==> src/rtl/alu_pkg.sv <==
// Shared widths, sequencer state encoding and ALU function codes.
package alu_pkg;

    localparam int unsigned DW    = 16;
    localparam int unsigned NREGS = 8;
    localparam int unsigned AW    = $clog2(NREGS);

    typedef enum logic [1:0] {
        ST_IDLE = 2'd0,
        ST_EXEC = 2'd1,
        ST_WB   = 2'd2
    } seq_state_e;

    localparam logic [2:0] FN_ADD   = 3'd0;
    localparam logic [2:0] FN_SUB   = 3'd1;
    localparam logic [2:0] FN_AND   = 3'd2;
    localparam logic [2:0] FN_OR    = 3'd3;
    localparam logic [2:0] FN_XOR   = 3'd4;
    localparam logic [2:0] FN_PASSA = 3'd5;
    localparam logic [2:0] FN_PASSB = 3'd6;
    localparam logic [2:0] FN_NOTA  = 3'd7;

endpackage

==> src/rtl/alu_regfile.sv <==
// NREGS x DW register file: two async read ports, ALU write port over load port, r0 fixed at zero.
module alu_regfile #(
    parameter  int unsigned NREGS = 8,
    parameter  int unsigned DW    = 16,
    localparam int unsigned AW    = $clog2(NREGS)
) (
    input  logic          clk,
    input  logic          rst_n,
    input  logic [AW-1:0] raddr_a,
    input  logic [AW-1:0] raddr_b,
    output logic [DW-1:0] rdata_a,
    output logic [DW-1:0] rdata_b,
    input  logic          alu_we,
    input  logic [AW-1:0] alu_waddr,
    input  logic [DW-1:0] alu_wdata,
    input  logic          ld_we,
    input  logic [AW-1:0] ld_waddr,
    input  logic [DW-1:0] ld_wdata
);

    logic [DW-1:0] mem [NREGS];

    // Entry 0 is only ever cleared, so it always reads as zero.
    always_ff @(posedge clk or negedge rst_n) begin
        if (!rst_n) begin
            for (int unsigned i = 0; i < NREGS; i++) begin
                mem[i] <= '0;
            end
        end else begin
            for (int unsigned i = 1; i < NREGS; i++) begin
                if (alu_we && alu_waddr == AW'(i)) begin
                    mem[i] <= alu_wdata;
                end else if (ld_we && ld_waddr == AW'(i)) begin
                    mem[i] <= ld_wdata;
                end
            end
        end
    end

    assign rdata_a = mem[raddr_a];
    assign rdata_b = mem[raddr_b];

endmodule

==> src/rtl/alu_op_sequencer.sv <==
// Issue/writeback sequencer around the combinational ALU: IDLE accepts, EXEC writes back, WB reports.
module alu_op_sequencer
    import alu_pkg::*;
#(
    parameter  int unsigned NREGS = alu_pkg::NREGS,
    parameter  int unsigned DW    = alu_pkg::DW,
    localparam int unsigned AW    = $clog2(NREGS)
) (
    input  logic          clk,
    input  logic          rst_n,
    input  logic          instr_valid,
    output logic          instr_ready,
    input  logic [2:0]    instr_func,
    input  logic [AW-1:0] instr_dst,
    input  logic [AW-1:0] instr_srca,
    input  logic [AW-1:0] instr_srcb,
    input  logic          instr_cin,
    input  logic          ld_en,
    input  logic [AW-1:0] ld_addr,
    input  logic [DW-1:0] ld_data,
    output logic [DW-1:0] alu_a,
    output logic [DW-1:0] alu_b,
    output logic          alu_c,
    output logic [2:0]    alu_func,
    input  logic [DW-1:0] alu_w,
    input  logic          alu_z,
    input  logic          alu_n,
    output logic          res_valid,
    output logic [DW-1:0] res_data,
    output logic          flag_z,
    output logic          flag_n,
    output logic [15:0]   op_count
);

    seq_state_e    state;
    logic [AW-1:0] dst_q;
    logic [DW-1:0] rd_a;
    logic [DW-1:0] rd_b;
    logic          wb_en_c;

    assign wb_en_c = (state == ST_EXEC);

    alu_regfile #(
        .NREGS (NREGS),
        .DW    (DW)
    ) u_regfile (
        .clk       (clk),
        .rst_n     (rst_n),
        .raddr_a   (instr_srca),
        .raddr_b   (instr_srcb),
        .rdata_a   (rd_a),
        .rdata_b   (rd_b),
        .alu_we    (wb_en_c),
        .alu_waddr (dst_q),
        .alu_wdata (alu_w),
        .ld_we     (ld_en),
        .ld_waddr  (ld_addr),
        .ld_wdata  (ld_data)
    );

    // instr_ready is a flop so it stays low through reset and rises one edge after release.
    always_ff @(posedge clk or negedge rst_n) begin
        if (!rst_n) begin
            state       <= ST_IDLE;
            instr_ready <= 1'b0;
            dst_q       <= '0;
            alu_a       <= '0;
            alu_b       <= '0;
            alu_c       <= 1'b0;
            alu_func    <= '0;
            res_valid   <= 1'b0;
            res_data    <= '0;
            flag_z      <= 1'b0;
            flag_n      <= 1'b0;
            op_count    <= '0;
        end else begin
            case (state)
                ST_IDLE: begin
                    res_valid <= 1'b0;
                    if (instr_valid && instr_ready) begin
                        alu_a       <= rd_a;
                        alu_b       <= rd_b;
                        alu_c       <= instr_cin;
                        alu_func    <= instr_func;
                        dst_q       <= instr_dst;
                        instr_ready <= 1'b0;
                        state       <= ST_EXEC;
                    end else begin
                        instr_ready <= 1'b1;
                    end
                end
                ST_EXEC: begin
                    res_data  <= alu_w;
                    flag_z    <= alu_z;
                    flag_n    <= alu_n;
                    res_valid <= 1'b1;
                    state     <= ST_WB;
                end
                ST_WB: begin
                    res_valid   <= 1'b0;
                    op_count    <= op_count + 16'(1);
                    instr_ready <= 1'b1;
                    state       <= ST_IDLE;
                end
                default: begin
                    res_valid   <= 1'b0;
                    instr_ready <= 1'b0;
                    state       <= ST_IDLE;
                end
            endcase
        end
    end

endmodule

==> config.mk <==
export PLATFORM = sky130hd
export DESIGN_NAME = alu_op_sequencer
export DESIGN_NICKNAME = d
export VERILOG_FILES = /design/src/rtl/alu_pkg.sv /design/src/rtl/alu_regfile.sv /design/src/rtl/alu_op_sequencer.sv
export SDC_FILE = /design/constraint.sdc
export NUM_CORES = 1
export LEC_CHECK = 0
export CAP_MARGIN = 20
export CORE_MARGIN = 2
export CORE_UTILIZATION = 51
export DETAILED_ROUTE_END_ITERATION = 10
export PLACE_DENSITY = 0.77
export SETUP_SLACK_MARGIN = 0.3
export SLEW_MARGIN = 40
export SYNTH_ARGS = -nofsm -noshare
export SYNTH_HDL_FRONTEND = slang
export SYNTH_SLANG_ARGS = --single-unit
==> constraint.sdc <==
create_clock -name clk -period 1.6 [get_ports clk]
set_input_delay 0.32 -clock clk [delete_from_list [all_inputs] [get_ports clk]]
set_output_delay 0.32 -clock clk [all_outputs]
set_load 0.005 [all_outputs]
==> out/qor.txt, run 1 <==
====================================================================================================
Capturing point of the worst reg2reg path ............................................. alu_b[11]$_DFFE_PN0P_
Netlist area before placement .........................................................  10,200 um^2
Classification of the worst-slack hold path ...........................................  in -> async
Average instance area after synthesis .................................................    10.4 um^2
Pwr per Cell Area ..................................................................... 1700 nW/um^2
Number of buffers added on ports ......................................................          125
Critical path startpoint category .....................................................    flip-flop
Total Nets Final ......................................................................        1,287
Unrepaired setup endpoints after global routing .......................................         true
Number of detailed-route iterations in the first pass .................................            7
Number of H-tree levels ...............................................................            4
Final design area excluding fillers ...................................................  15,400 um^2
Post-route worst setup slack ..........................................................    -0.243 ns
Post-place instance area ..............................................................  12,400 um^2
Clock latency at the later pin of the worst-skew pair .................................      0.45 ns
Non-filler instance count after layout ................................................        1,509
Violation count after the first detailed-route iteration ..............................        1,223
Share of post-route cells with drive strength above 1 .................................        50.4%
Final core area utilization ...........................................................        79.0%
Final Hold Violating Endpoints ........................................................            0
Max Root-Sink Buffers .................................................................            2
Maximum fanout count along the critical path ..........................................            6
Worst setup slack before clock tree synthesis .........................................    -0.409 ns
Area of the core region ...............................................................  19,500 um^2
Leakage power .........................................................................      7.13 nW
TritonCTS clock tree ..................................................................          yes
Starting utilization of the core area .................................................        52.0%
Die height ............................................................................       145 um
I/O pin count .........................................................................          126
Gr ovfl total .........................................................................            0
Peak supply drop ......................................................................      1.12 mV
Estimated wirelength of the detail-placed design ......................................      19.9 mm
Number of synthesized flops with an enable pin ........................................            0
Maximum number of pins on one net before global-route repair ..........................           47
Clock-pin slew reported for the worst setup and hold paths after clock tree synthesis .      0.08 ns
Initial antenna violation count .......................................................            1
Vias after detailed routing ...........................................................       10,260
Clock power frac ......................................................................        17.3%
Failing checks ........................................................................ setup timing
Number of setup violations in the final report ........................................          123
Post-synthesis sequential area ratio ..................................................        46.6%
Dominant synthesized flop cell ........................................................      dfrtp_1
Register bit count reported by yosys ..................................................          189
DRT antenna net count .................................................................            0
Number of instances in the placed design ..............................................        1,361
Critical path class ...................................................................   reg -> reg
Buffers & Inverters on Critical Path ..................................................            4
Power dissipated by switching net loads ...............................................      10.4 mW
Num rows ..............................................................................           51
Required @ worst endpoint .............................................................      1.92 ns
Number of standard cells after synthesis ..............................................          975
Number of unique standard cell types used by synthesis ................................           47
Number of remaining DRC errors ........................................................            0
Least-Margin Pin Slew .................................................................     0.925 ns
Final routed wire length divided by cell count ........................................      29.9 um
Layout Area Growth over Synthesis .....................................................        51.9%
Most frequent standard cell in the layout excluding fill and tap cells ................      mux2i_1
Floorplan die area ....................................................................  21,100 um^2
Slowest stage cell, crit path .........................................................      dfrtp_1
Nets in the synthesized netlist .......................................................        1,030
Share of async-settable or async-resettable flops after synthesis .....................         100%
Clk root buf ..........................................................................    clkbuf_16
CP max stage delay ....................................................................      0.43 ns
Sequence of cells on the critical path ................................................ nand2b_4, nor3b_4, buf_4, buf_8, buf_16, buf_6, nor2_2, a21oi_2
# diodes ..............................................................................            0
Vias per Instance .....................................................................         6.80
Wire length of the first global-routing pass ..........................................      54.2 mm
Most used cells in the layout excluding fill and tap cells ............................ mux2i_1, dfrtp_1, buf_4
Final wirelength ......................................................................      45.1 mm
Sinks on Clock Net ....................................................................          189
CP Capture Type .......................................................................    flip-flop
Outcome ............................................................................... finished with violations
Relative contribution of combinational cells to total power ...........................        47.6%
Number of slew-limit violations in the final report ...................................            0
Global placement routability congestion ...............................................        0.893
Period Utilization, post-route ........................................................         115%
Relative max-transition margin ........................................................        38.1%
Cell family contributing the most delay on the critical path .......................... buffers and inverters
Tot GR Track Use ......................................................................        33.2%
Reg-to-reg slack, setup ...............................................................     -0.24 ns
TritonCTS buffer count ................................................................           17
Via count of the first global-routing pass ............................................        9,271
F_max .................................................................................      543 MHz
Sequential group share of total power .................................................        35.1%
Time the worst path needs with I/O delays and setup ...................................      1.84 ns
Fin Clk Skew ..........................................................................   0.00650 ns
Design internal power .................................................................      15.9 mW
Cells on worst reg2reg path ...........................................................            8
Sw Ratio ..............................................................................        39.6%
Yosys warnings ........................................................................           16
Critical R2R Launch ................................................................... state[1]$_DFFE_PN0P_
Horiz. Die Dim ........................................................................       145 um
CP Data Arrival Time ..................................................................      2.16 ns
Max-capacitance violation count .......................................................            0
====================================================================================================
metal layers:
layer | GRT usage (%) | share of wire (%) | up-vias
li1 | - | - | 4006
met1 | 43.6 | 34 | 4971
met2 | 51.1 | 44 | 932
met3 | 8.90 | 14 | 349
met4 | 16.1 | 8.4 | 2
met5 | 0 | 0.027 | -
power by group through the flow:
| stage | logic, mW | registers [mW] | clock network (mW) |
|---|---|---|---|
| 4_1_cts | 9.50 | 8.85 | 4.42 |
| 2_1_floorplan | 4.72 | 8.43 | 0 |
| 3_3_place_gp | 7.68 | 8.85 | 0 |
| 6_report | 12.5 | 9.23 | 4.53 |
| 5_1_grt | 13.1 | 9.32 | 4.71 |
| 3_5_place_dp | 7.97 | 8.95 | 0 |
how the worst max path moves through the flow:
| stage | slack [ns] | end | cells after the start | start |
|---|---|---|---|---|
| 2_1_floorplan | 0.1 | u_regfile.mem[59]$_DFFE_PN0P_ | 6 | state[1]$_DFFE_PN0P_ |
| 3_3_place_gp | -0.39 | alu_b[0]$_DFFE_PN0P_ | 6 | instr_srcb[2] |
| 3_5_place_dp | -0.41 | alu_b[0]$_DFFE_PN0P_ | 6 | instr_srcb[2] |
| 4_1_cts | -0.02 | alu_a[13]$_DFFE_PN0P_ | 7 | state[1]$_DFFE_PN0P_ |
| 5_1_grt | -0.28 | alu_b[11]$_DFFE_PN0P_ | 8 | state[1]$_DFFE_PN0P_ |
| 6_report | -0.24 | alu_b[11]$_DFFE_PN0P_ | 8 | state[1]$_DFFE_PN0P_ |
sequential cells by signal, summed over array words and instances, names as in the netlist, 2 cells and up:
register / flops
op_count: 16
alu_func: 3
state: 2
alu_a: 16
res_data: 16
alu_b: 16
u_regfile.mem: 112
dst_q: 3
kinds of logic after synthesis:
kind of cell | Yosys count | synth area share, %
AOI/OAI and AO/OA | 221 | 14.4
xor gates and xnor gates | 15 | 1.29
adders and majority gates | 1 | 0.123
buffers and inverters | 97 | 4.85
DFF | 189 | 46.6
muxes | 218 | 21.9
and+or+nand+nor | 234 | 10.9
worst register-to-register path: stages (launching register included):
cell      delay, ns
dfrtp_1        0.43
nand2b_4       0.18
nor3b_4        0.21
buf_4          0.15
buf_8          0.13
buf_16         0.16
buf_6          0.12
nor2_2         0.04
a21oi_2        0.30
cells in the mapped netlist (all sizes together) (2+ instances only):
cell / count / area (um^2)
nand4: 6 / 43.8
o22ai: 15 / 93.8
mux2i: 192 / 1920
and3: 4 / 25.0
nand2b: 7 / 43.8
nor3: 3 / 26.3
dfrtp: 189 / 4730
nand2: 126 / 473
xor2: 5 / 43.8
o22a: 15 / 131
nor2b: 3 / 18.8
inv: 4 / 15.0
or4b: 2 / 20.0
o21ai: 64 / 320
nand3: 2 / 10.0
nor2: 68 / 325
clkbuf: 40 / 159
buf: 52 / 315
a211oi: 16 / 120
nand4b: 3 / 26.3
a221oi: 16 / 140
a21oi: 79 / 516
and4bb: 2 / 25.0
nor3b: 3 / 32.5
mux2: 25 / 282
o221ai: 15 / 131
xnor2: 10 / 87.6
timing repair:
action	in CTS	in global routing
gates cloned	11	17
hold endpoints to repair	39	0
pin swaps	27	61
endpoints found under the setup margin	252	234
resized for setup	457	276
hold buffers	1	0
buffers inserted	49	39
metrics by stage:
stage | total power [mW] | hold slack, ns | TNS, ns
6_report | 26.3 | 0.367 | -9.65
5_1_grt | 27.1 | 0.421 | -14.98
4_1_cts | 22.8 | 0.399 | -0.235
3_5_place_dp | 16.9 | 0.299 | -33.13
3_3_place_gp | 16.5 | 0.299 | -29.00
2_1_floorplan | 13.1 | 0.0244 | 0
final cells by class:
class	count	area, um^2
repair buffers	330	3520
multi-input cells	689	6210
clock inverters	13	165
clock buffers	18	429
flip-flops and latches	189	4740
well taps	265	332
fillers	1080	4100
inverters	5	31.3
(Power assumes the default switching activity.)
==> run 2: changes to the inputs <==
--- a/config.mk
+++ b/config.mk
@@ -8,6 +8,7 @@
 export CAP_MARGIN = 20
 export CORE_MARGIN = 2
 export CORE_UTILIZATION = 51
+export CTS_CLUSTER_DIAMETER = 50
 export DETAILED_ROUTE_END_ITERATION = 10
 export PLACE_DENSITY = 0.77
 export SETUP_SLACK_MARGIN = 0.3
==> results of run 2 <==
The final DEF is identical to that of run 1; final timing and power are the same.
